$ cat src/rtl/dram_port_arbiter_if.sv
// One requester's access port into the shared 256x1 LUT-RAM.
// master = requester side, slave = arbiter side.
interface dram_port_arbiter_if;
   logic       req;
   logic       we;
   logic [7:0] addr;
   logic       wdata;
   logic       gnt;
   logic       rvalid;
   logic       rdata;

   modport master (
      output req, we, addr, wdata,
      input  gnt, rvalid, rdata
   );

   modport slave (
      input  req, we, addr, wdata,
      output gnt, rvalid, rdata
   );
endinterface

$ cat src/rtl/dram_port_arbiter.sv
// Round-robin sharing of one 256x1 dual-port LUT-RAM between requesters A and B,
// with an optional post-reset clear sweep and registered read data.
module dram_port_arbiter #(
   parameter logic [255:0] INIT           = 256'b0,
   parameter bit           CLEAR_ON_RESET = 1'b1,
   parameter logic         CLEAR_VAL      = 1'b0
) (
   input  logic                      clk,
   input  logic                      rst_n,
   dram_port_arbiter_if.slave        a,
   dram_port_arbiter_if.slave        b,
   input  logic [7:0]                mon_addr,
   output logic                      mon_data,
   output logic                      busy
);

   localparam logic [0:0] ST_CLEAR = 1'b0;
   localparam logic [0:0] ST_RUN   = 1'b1;
   localparam logic       ID_A     = 1'b0;
   localparam logic       ID_B     = 1'b1;

   logic [0:0] state_reg, state_next;
   logic [7:0] clr_addr_reg;
   logic       rr_last_reg;
   logic       a_rvalid_reg, b_rvalid_reg;
   logic       a_rdata_reg, b_rdata_reg;
   logic       mon_data_reg;

   logic       running, clearing;
   logic       a_acc, b_acc;
   logic [7:0] ram_addr;
   logic       ram_we, ram_d;
   logic       ram_spo, ram_dpo;

   // 256x1 LUT-RAM: one sync write / async read port, one async read port.
   logic [255:0] ram_bits = INIT;

   always_ff @(posedge clk) begin
      if (ram_we)
         ram_bits[ram_addr] <= ram_d;
   end

   assign ram_spo = ram_bits[ram_addr];
   assign ram_dpo = ram_bits[mon_addr];

   // Reset is level-qualified here so that nothing is granted or written while rst_n is low.
   assign running  = rst_n && (state_reg == ST_RUN);
   assign clearing = rst_n && (state_reg == ST_CLEAR);
   assign busy     = !running;

   // On conflict, the requester that did not win last time gets the port.
   assign a_acc = running && a.req && (!b.req || (rr_last_reg == ID_B));
   assign b_acc = running && b.req && (!a.req || (rr_last_reg == ID_A));

   assign a.gnt    = a_acc;
   assign b.gnt    = b_acc;
   assign a.rvalid = a_rvalid_reg;
   assign b.rvalid = b_rvalid_reg;
   assign a.rdata  = a_rdata_reg;
   assign b.rdata  = b_rdata_reg;
   assign mon_data = mon_data_reg;

   always_comb begin
      ram_addr = 8'h00;
      ram_we   = 1'b0;
      ram_d    = 1'b0;
      if (clearing) begin
         ram_addr = clr_addr_reg;
         ram_we   = 1'b1;
         ram_d    = CLEAR_VAL;
      end else if (a_acc) begin
         ram_addr = a.addr;
         ram_we   = a.we;
         ram_d    = a.wdata;
      end else if (b_acc) begin
         ram_addr = b.addr;
         ram_we   = b.we;
         ram_d    = b.wdata;
      end
   end

   always_comb begin
      state_next = state_reg;
      if (clearing && (clr_addr_reg == 8'hFF))
         state_next = ST_RUN;
   end

   always_ff @(posedge clk) begin
      if (!rst_n) begin
         state_reg    <= CLEAR_ON_RESET ? ST_CLEAR : ST_RUN;
         clr_addr_reg <= 8'h00;
         rr_last_reg  <= ID_B;
         a_rvalid_reg <= 1'b0;
         b_rvalid_reg <= 1'b0;
         a_rdata_reg  <= 1'b0;
         b_rdata_reg  <= 1'b0;
         mon_data_reg <= 1'b0;
      end else begin
         state_reg    <= state_next;
         mon_data_reg <= ram_dpo;
         if (clearing)
            clr_addr_reg <= clr_addr_reg + 8'd1;
         if (a_acc)
            rr_last_reg <= ID_A;
         else if (b_acc)
            rr_last_reg <= ID_B;
         a_rvalid_reg <= a_acc;
         b_rvalid_reg <= b_acc;
         // SPO is sampled at the write edge, so writes return the pre-write word.
         if (a_acc)
            a_rdata_reg <= ram_spo;
         if (b_acc)
            b_rdata_reg <= ram_spo;
      end
   end

endmodule
$ cat src/flat_wrapper.sv
// flat-port wrapper written by rule: the top's interface ports become plain ports
module dram_port_arbiter_flat 
#(
   parameter logic [255:0] INIT           = 256'b0,
   parameter bit           CLEAR_ON_RESET = 1'b1,
   parameter logic         CLEAR_VAL      = 1'b0
)
  (clk, rst_n, mon_addr, mon_data, busy, a_req, a_we, a_addr, a_wdata, a_gnt, a_rvalid, a_rdata, b_req, b_we, b_addr, b_wdata, b_gnt, b_rvalid, b_rdata);
  dram_port_arbiter_if a_i ();
  dram_port_arbiter_if b_i ();
  input  logic clk;
  input  logic rst_n;
  input  logic [7:0] mon_addr;
  output logic mon_data;
  output logic busy;
  input wire logic [$bits(a_i.req)-1:0] a_req;
  input wire logic [$bits(a_i.we)-1:0] a_we;
  input wire logic [$bits(a_i.addr)-1:0] a_addr;
  input wire logic [$bits(a_i.wdata)-1:0] a_wdata;
  output wire logic [$bits(a_i.gnt)-1:0] a_gnt;
  output wire logic [$bits(a_i.rvalid)-1:0] a_rvalid;
  output wire logic [$bits(a_i.rdata)-1:0] a_rdata;
  input wire logic [$bits(b_i.req)-1:0] b_req;
  input wire logic [$bits(b_i.we)-1:0] b_we;
  input wire logic [$bits(b_i.addr)-1:0] b_addr;
  input wire logic [$bits(b_i.wdata)-1:0] b_wdata;
  output wire logic [$bits(b_i.gnt)-1:0] b_gnt;
  output wire logic [$bits(b_i.rvalid)-1:0] b_rvalid;
  output wire logic [$bits(b_i.rdata)-1:0] b_rdata;
  assign a_i.req = a_req;
  assign a_i.we = a_we;
  assign a_i.addr = a_addr;
  assign a_i.wdata = a_wdata;
  assign a_gnt = a_i.gnt;
  assign a_rvalid = a_i.rvalid;
  assign a_rdata = a_i.rdata;
  assign b_i.req = b_req;
  assign b_i.we = b_we;
  assign b_i.addr = b_addr;
  assign b_i.wdata = b_wdata;
  assign b_gnt = b_i.gnt;
  assign b_rvalid = b_i.rvalid;
  assign b_rdata = b_i.rdata;
  dram_port_arbiter #(.INIT(INIT), .CLEAR_ON_RESET(CLEAR_ON_RESET), .CLEAR_VAL(CLEAR_VAL)) u_core (.clk(clk), .rst_n(rst_n), .a(a_i), .b(b_i), .mon_addr(mon_addr), .mon_data(mon_data), .busy(busy));
endmodule
$ cat config.mk
export PLATFORM = sky130hd
export DESIGN_NAME = dram_port_arbiter_flat
export DESIGN_NICKNAME = d
export VERILOG_FILES = /design/src/rtl/dram_port_arbiter_if.sv /design/src/rtl/dram_port_arbiter.sv /design/src/flat_wrapper.sv
export SDC_FILE = /design/constraint.sdc
export NUM_CORES = 1
export LEC_CHECK = 0
export BUFFER_PORTS_ARGS = -buffer_cell sky130_fd_sc_hd__buf_2
export CAP_MARGIN = 20
export CORE_MARGIN = 4
export CORE_UTILIZATION = 53
export CTS_BUF_LIST = sky130_fd_sc_hd__clkbuf_16
export CTS_CLUSTER_DIAMETER = 80
export DETAILED_ROUTE_END_ITERATION = 12
export PLACE_DENSITY = 0.69
export SYNTH_ARGS = -nofsm -noshare
export SYNTH_HDL_FRONTEND = slang
export SYNTH_SLANG_ARGS = --single-unit
$ cat constraint.sdc
create_clock -name clk -period 12.4 [get_ports clk]
set_input_delay 0 -clock clk [delete_from_list [all_inputs] [get_ports clk]]
set_output_delay 0 -clock clk [all_outputs]
set_load 0.005 [all_outputs]
==> impl.org <==
** Status
- The flow ran to the end, and the final reports show no timing, DRC or antenna violations.

** Floorplan
- The floorplan step defined a die boundary enclosing approximately 0.03 mm^2.
- Starting Density :: 53.95%
- Measured along the x axis, the die boundary spans approximately 170 um.
- The floorplan has just under 60 rows.
- The floorplan step set the die height to about 170 um.
- The core region is roughly 0.026 mm^2.
- For this design the top-level I/O count stands at 40.

** Cells and area
- The register with the most flip-flops in the layout has roughly 260 of them.
- Area overhead of the layout relative to synthesis :: 10.07%
- Share of final-layout standard cells stronger than drive strength 1 :: roughly 15%
- Fin util :: roughly three fifths
- After the last flow step, the layout net total stands at roughly 1300.

** Timing
- Number of setup violations in the final report :: 0
- Final period util :: ~36%
- Setup repair after global routing left no endpoint under its margin.
- After layout, the minimum clock period comes to 4432 ps.
- Setup TNS after final layout :: 0 ps
- The max-slew violation total from the final report came to 0.
- The final hold violation count is 0.
- For the pin with the worst max-slew slack, the measured transition is around 1100 ps.
- Across the routed clock network, the largest skew measured is 12.57 ps.
- For this run, the top clock speed supported by timing is ~230 MHz.
- Max_slew headroom :: a little under a quarter

** Synth
- Top cell type by total area after synthesis :: sky130_fd_sc_hd__edfxtp_1
- Of all flip-flops after synthesis, the portion carrying an async set or reset was 0%.
- In the synthesized netlist, mux cells make up 15.42% of the area.
- Cell with the most instances after synthesis :: sky130_fd_sc_hd__nor2_1
- Commonest register cell after synthesis :: sky130_fd_sc_hd__edfxtp_1
- Synth top area cells :: sky130_fd_sc_hd__edfxtp_1 (55%), sky130_fd_sc_hd__mux4_2 (14%), sky130_fd_sc_hd__nor2_1 (7.2%)
- Top cell type's share of synthesized area :: a little over half
- Average cell area after synthesis :: 11.36 um^2
- Summing the areas of all xor and xnor instances in the mapped netlist gives 0.3727% of the synthesized area.
- The commonest cells after synthesis are sky130_fd_sc_hd__nor2_1 (272), sky130_fd_sc_hd__edfxtp_1 (256), sky130_fd_sc_hd__nand2_1 (215), sky130_fd_sc_hd__mux4_2 (85).
- After synthesis, the netlist uses 44 different library cells.
- Synthesis handed over a netlist of about 1200 instances.
- After Yosys synthesis, and, or, nand and nor cells account for ~17% of the synthesized area.
- Synthesized-area fraction occupied by ao, oa, aoi and oai cells :: under 10%
- Syn nets :: between 1000 and 1500
- Sequential area share after synthesis :: approximately 57%
- After synthesis, the largest family of logic cells by area is simple AND/OR/NAND/NOR gates.
- The synthesized netlist devotes less than 1% of its cell area to adder and majority cells.
- Mapped Area :: around 0.014 mm^2
- During synthesis, Yosys emitted a total of 0 warnings.
- Synthesis-stage register bit count :: 271
- In this run, synthesis inferred about 260 flip-flops with an integrated enable.

** Placement
- The congestion estimate from routability-driven global placement came to ~0.88.
- Port Buffer Count :: 39
- Once detailed placement completed, the half-perimeter wirelength came to roughly 24000 um.

** GRT
- Number of global-route vias before repair :: ~10000
- After global routing the overflow that remains totals 0.
- The initial antenna violation count is 0.
- Wire length of the first global-routing pass :: approximately 60000 um
- Across every metal layer, demand over resource in global routing totals a little over a quarter.
- Largest net degree at the start of global routing :: roughly 120

** Pwr
- Power spread over the standard cell area amounts to ~130 mW/mm^2.
- Worst VDD drop :: ~0.12 mV
- For this design the static power due to leakage is 0.004816 uW.

** Clock network
- Buffers inserted to repair hold after CTS numbered 8.
- In this run, post-CTS repair resized a total of 0 instances.
- Number of buffers inserted during clock tree synthesis :: 29
- Max Buffers Root-to-Sink :: 3
- In this run the clock root is driven by a sky130_fd_sc_hd__clkbuf_16.
- Clock-pin slew reported for the worst setup and hold paths after clock tree synthesis :: 60 ps
- The clock reaches the later pin of the worst-skew pair after 550 ps.
- H-tree lvl count :: 1
- TritonCTS built the clock tree.
- Setup bufs post-CTS :: 0
- Counting every sink on the clock net gives between 200 and 300.

** Detailed routing
- In this run the remaining antenna-violating nets after routing total 0.
- In the routed layout, each cell is associated on average with a via count of roughly 6.6.
- The routed layout has about 11000 vias.
- Aggregate routed wire length :: between 30000 and 40000 um
- Detailed router's first-iteration violation count :: between 1500 and 2000
- Average wire per standard cell :: approximately 25 um
- The first detailed-routing pass ran for 6 iterations.
- In the routed design, unresolved DRC markers number 0.

** Min path
- The worst hold path belongs to the class in2reg.
- In this run the most critical hold path is launched from mon_addr[5].

** Setup path
- Along the worst path, the maximum fanout reaches about 70.
- For flop-to-flop paths, the worst setup slack is between 7000 and 8000 ps.
- Crit. Startpoint :: u_core.state_reg
- Kind of capture point of the worst setup path :: register
- Crit start category :: register
- Data arrival time of the critical path :: between 4000 and 5000 ps
- Reg-to-Reg Start :: u_core.state_reg
- CP Class :: reg2reg
- Critical path data required time :: ~13000 ps

** Job
- The tool flagged a number of max-cap violations equal to 0.
[cell usage in the layout, fill, tap and decap left out, types with 3 or more instances in the layout]
| cell | netlist | routed |
|---|---|---|
| sky130_fd_sc_hd__a221oi_1 | 3 | 3 |
| sky130_fd_sc_hd__clkinvlp_4 | 0 | 3 |
| sky130_fd_sc_hd__buf_2 | 5 | 38 |
| sky130_fd_sc_hd__clkinv_1 | 0 | 3 |
| sky130_fd_sc_hd__o21ai_0 | 10 | 10 |
| sky130_fd_sc_hd__nand4_1 | 4 | 4 |
| sky130_fd_sc_hd__a21oi_1 | 75 | 75 |
| sky130_fd_sc_hd__and2_1 | 10 | 10 |
| sky130_fd_sc_hd__a311oi_1 | 4 | 4 |
| sky130_fd_sc_hd__a222oi_1 | 4 | 4 |
| sky130_fd_sc_hd__a32oi_1 | 13 | 13 |
| sky130_fd_sc_hd__nor2_1 | 272 | 272 |
| sky130_fd_sc_hd__a31oi_1 | 5 | 4 |
| sky130_fd_sc_hd__inv_4 | 0 | 3 |
| sky130_fd_sc_hd__clkbuf_16 | 0 | 31 |
| sky130_fd_sc_hd__xnor2_1 | 5 | 5 |
| sky130_fd_sc_hd__inv_1 | 0 | 4 |
| sky130_fd_sc_hd__mux2i_1 | 26 | 26 |
| sky130_fd_sc_hd__nand2_1 | 215 | 215 |
| sky130_fd_sc_hd__and4_1 | 3 | 3 |
| sky130_fd_sc_hd__a32o_1 | 3 | 3 |
| sky130_fd_sc_hd__mux4_2 | 85 | 85 |
| sky130_fd_sc_hd__dlygate4sd3_1 | 0 | 8 |
| sky130_fd_sc_hd__nand3_1 | 57 | 57 |
| sky130_fd_sc_hd__edfxtp_1 | 256 | 256 |
| sky130_fd_sc_hd__buf_4 | 7 | 17 |
| sky130_fd_sc_hd__nand2b_1 | 3 | 3 |
| sky130_fd_sc_hd__o22ai_1 | 7 | 7 |
| sky130_fd_sc_hd__o31ai_1 | 3 | 3 |
| sky130_fd_sc_hd__a22oi_1 | 24 | 24 |
| sky130_fd_sc_hd__dfxtp_1 | 15 | 15 |
| sky130_fd_sc_hd__and3_1 | 5 | 5 |
| sky130_fd_sc_hd__clkinv_2 | 0 | 6 |
| sky130_fd_sc_hd__nor2b_1 | 8 | 8 |
| sky130_fd_sc_hd__o211ai_1 | 3 | 3 |
| sky130_fd_sc_hd__a221o_1 | 6 | 6 |
[power breakdown]
| part | total, uW | internal (uW) | switching, uW |
|---|---|---|---|
| clock | 854 | 493 | 361 |
| combinational | 122 | 43.3 | 78.9 |
| sequential | 988 | 987 | 1.10 |
[routing by layer]
layer	vias to the layer above	track usage [%]	share of wire (%)
li1	4558	-	-
met1	5303	37.18	39
met5	-	0	0
met3	126	5.014	8.9
met4	0	10.06	3.7
met2	552	44.39	48
[stage by stage]
stage / cells / instance area (um^2) / total power [uW] / hold slack, ps / worst slack (ps)
after floorplan: 1241 / 14100 / 1090 / 166.6 / 7048
after global placement: 1530 / 14470 / 1123 / 322.7 / 8261
after detailed placement: 1530 / 14470 / 1126 / 320.6 / 8106
after CTS: 1591 / 15490 / 1970 / 20.10 / 8082
after global routing: 1592 / 15520 / 2019 / 28.61 / 7746
final: 1593 / 15520 / 1964 / 34.68 / 7968
[layout make-up]
type,count,area [um^2]
fill,2159,10610
sequential,271,7988
timing repair buffer,64,425.4
clock buffer,31,775.7
clock inverter,22,166.4
multi-input combinational,869,5742
tap,335,419.2
antenna,1,2.502
[worst paths after layout]
kind | endpoint | depth (start not counted)
setup / recovery | u_core.ram_bits[186] | 8
hold / removal | u_core.mon_data | 3
setup reg to reg | u_core.ram_bits[186] | 8
hold reg to reg | u_core.b.rdata | 2
[cells by family (layout without fill, tap and decap cells)]
kind of cell | after synthesis | count (layout)
xor gates and xnor gates | 6 | 6
adders and majority gates | 1 | 1
other | 0 | 1
and+or+nand+nor | 584 | 584
DFF | 271 | 271
muxes | 111 | 111
AOI/OAI and AO/OA | 167 | 167
buffers and inverters | 101 | 117
[worst max-delay path, cell delays in order, from the launching register on]
cell and delay (ps):
sky130_fd_sc_hd__dfxtp_1 700, sky130_fd_sc_hd__o21ai_0 380, sky130_fd_sc_hd__o21ai_4 200, sky130_fd_sc_hd__buf_4 620, sky130_fd_sc_hd__buf_4 770, sky130_fd_sc_hd__nand2_1 290
sky130_fd_sc_hd__nor2_1 250, sky130_fd_sc_hd__nand2_1 540, sky130_fd_sc_hd__nor2_1 340
Power figures use the tool's default switching activity.
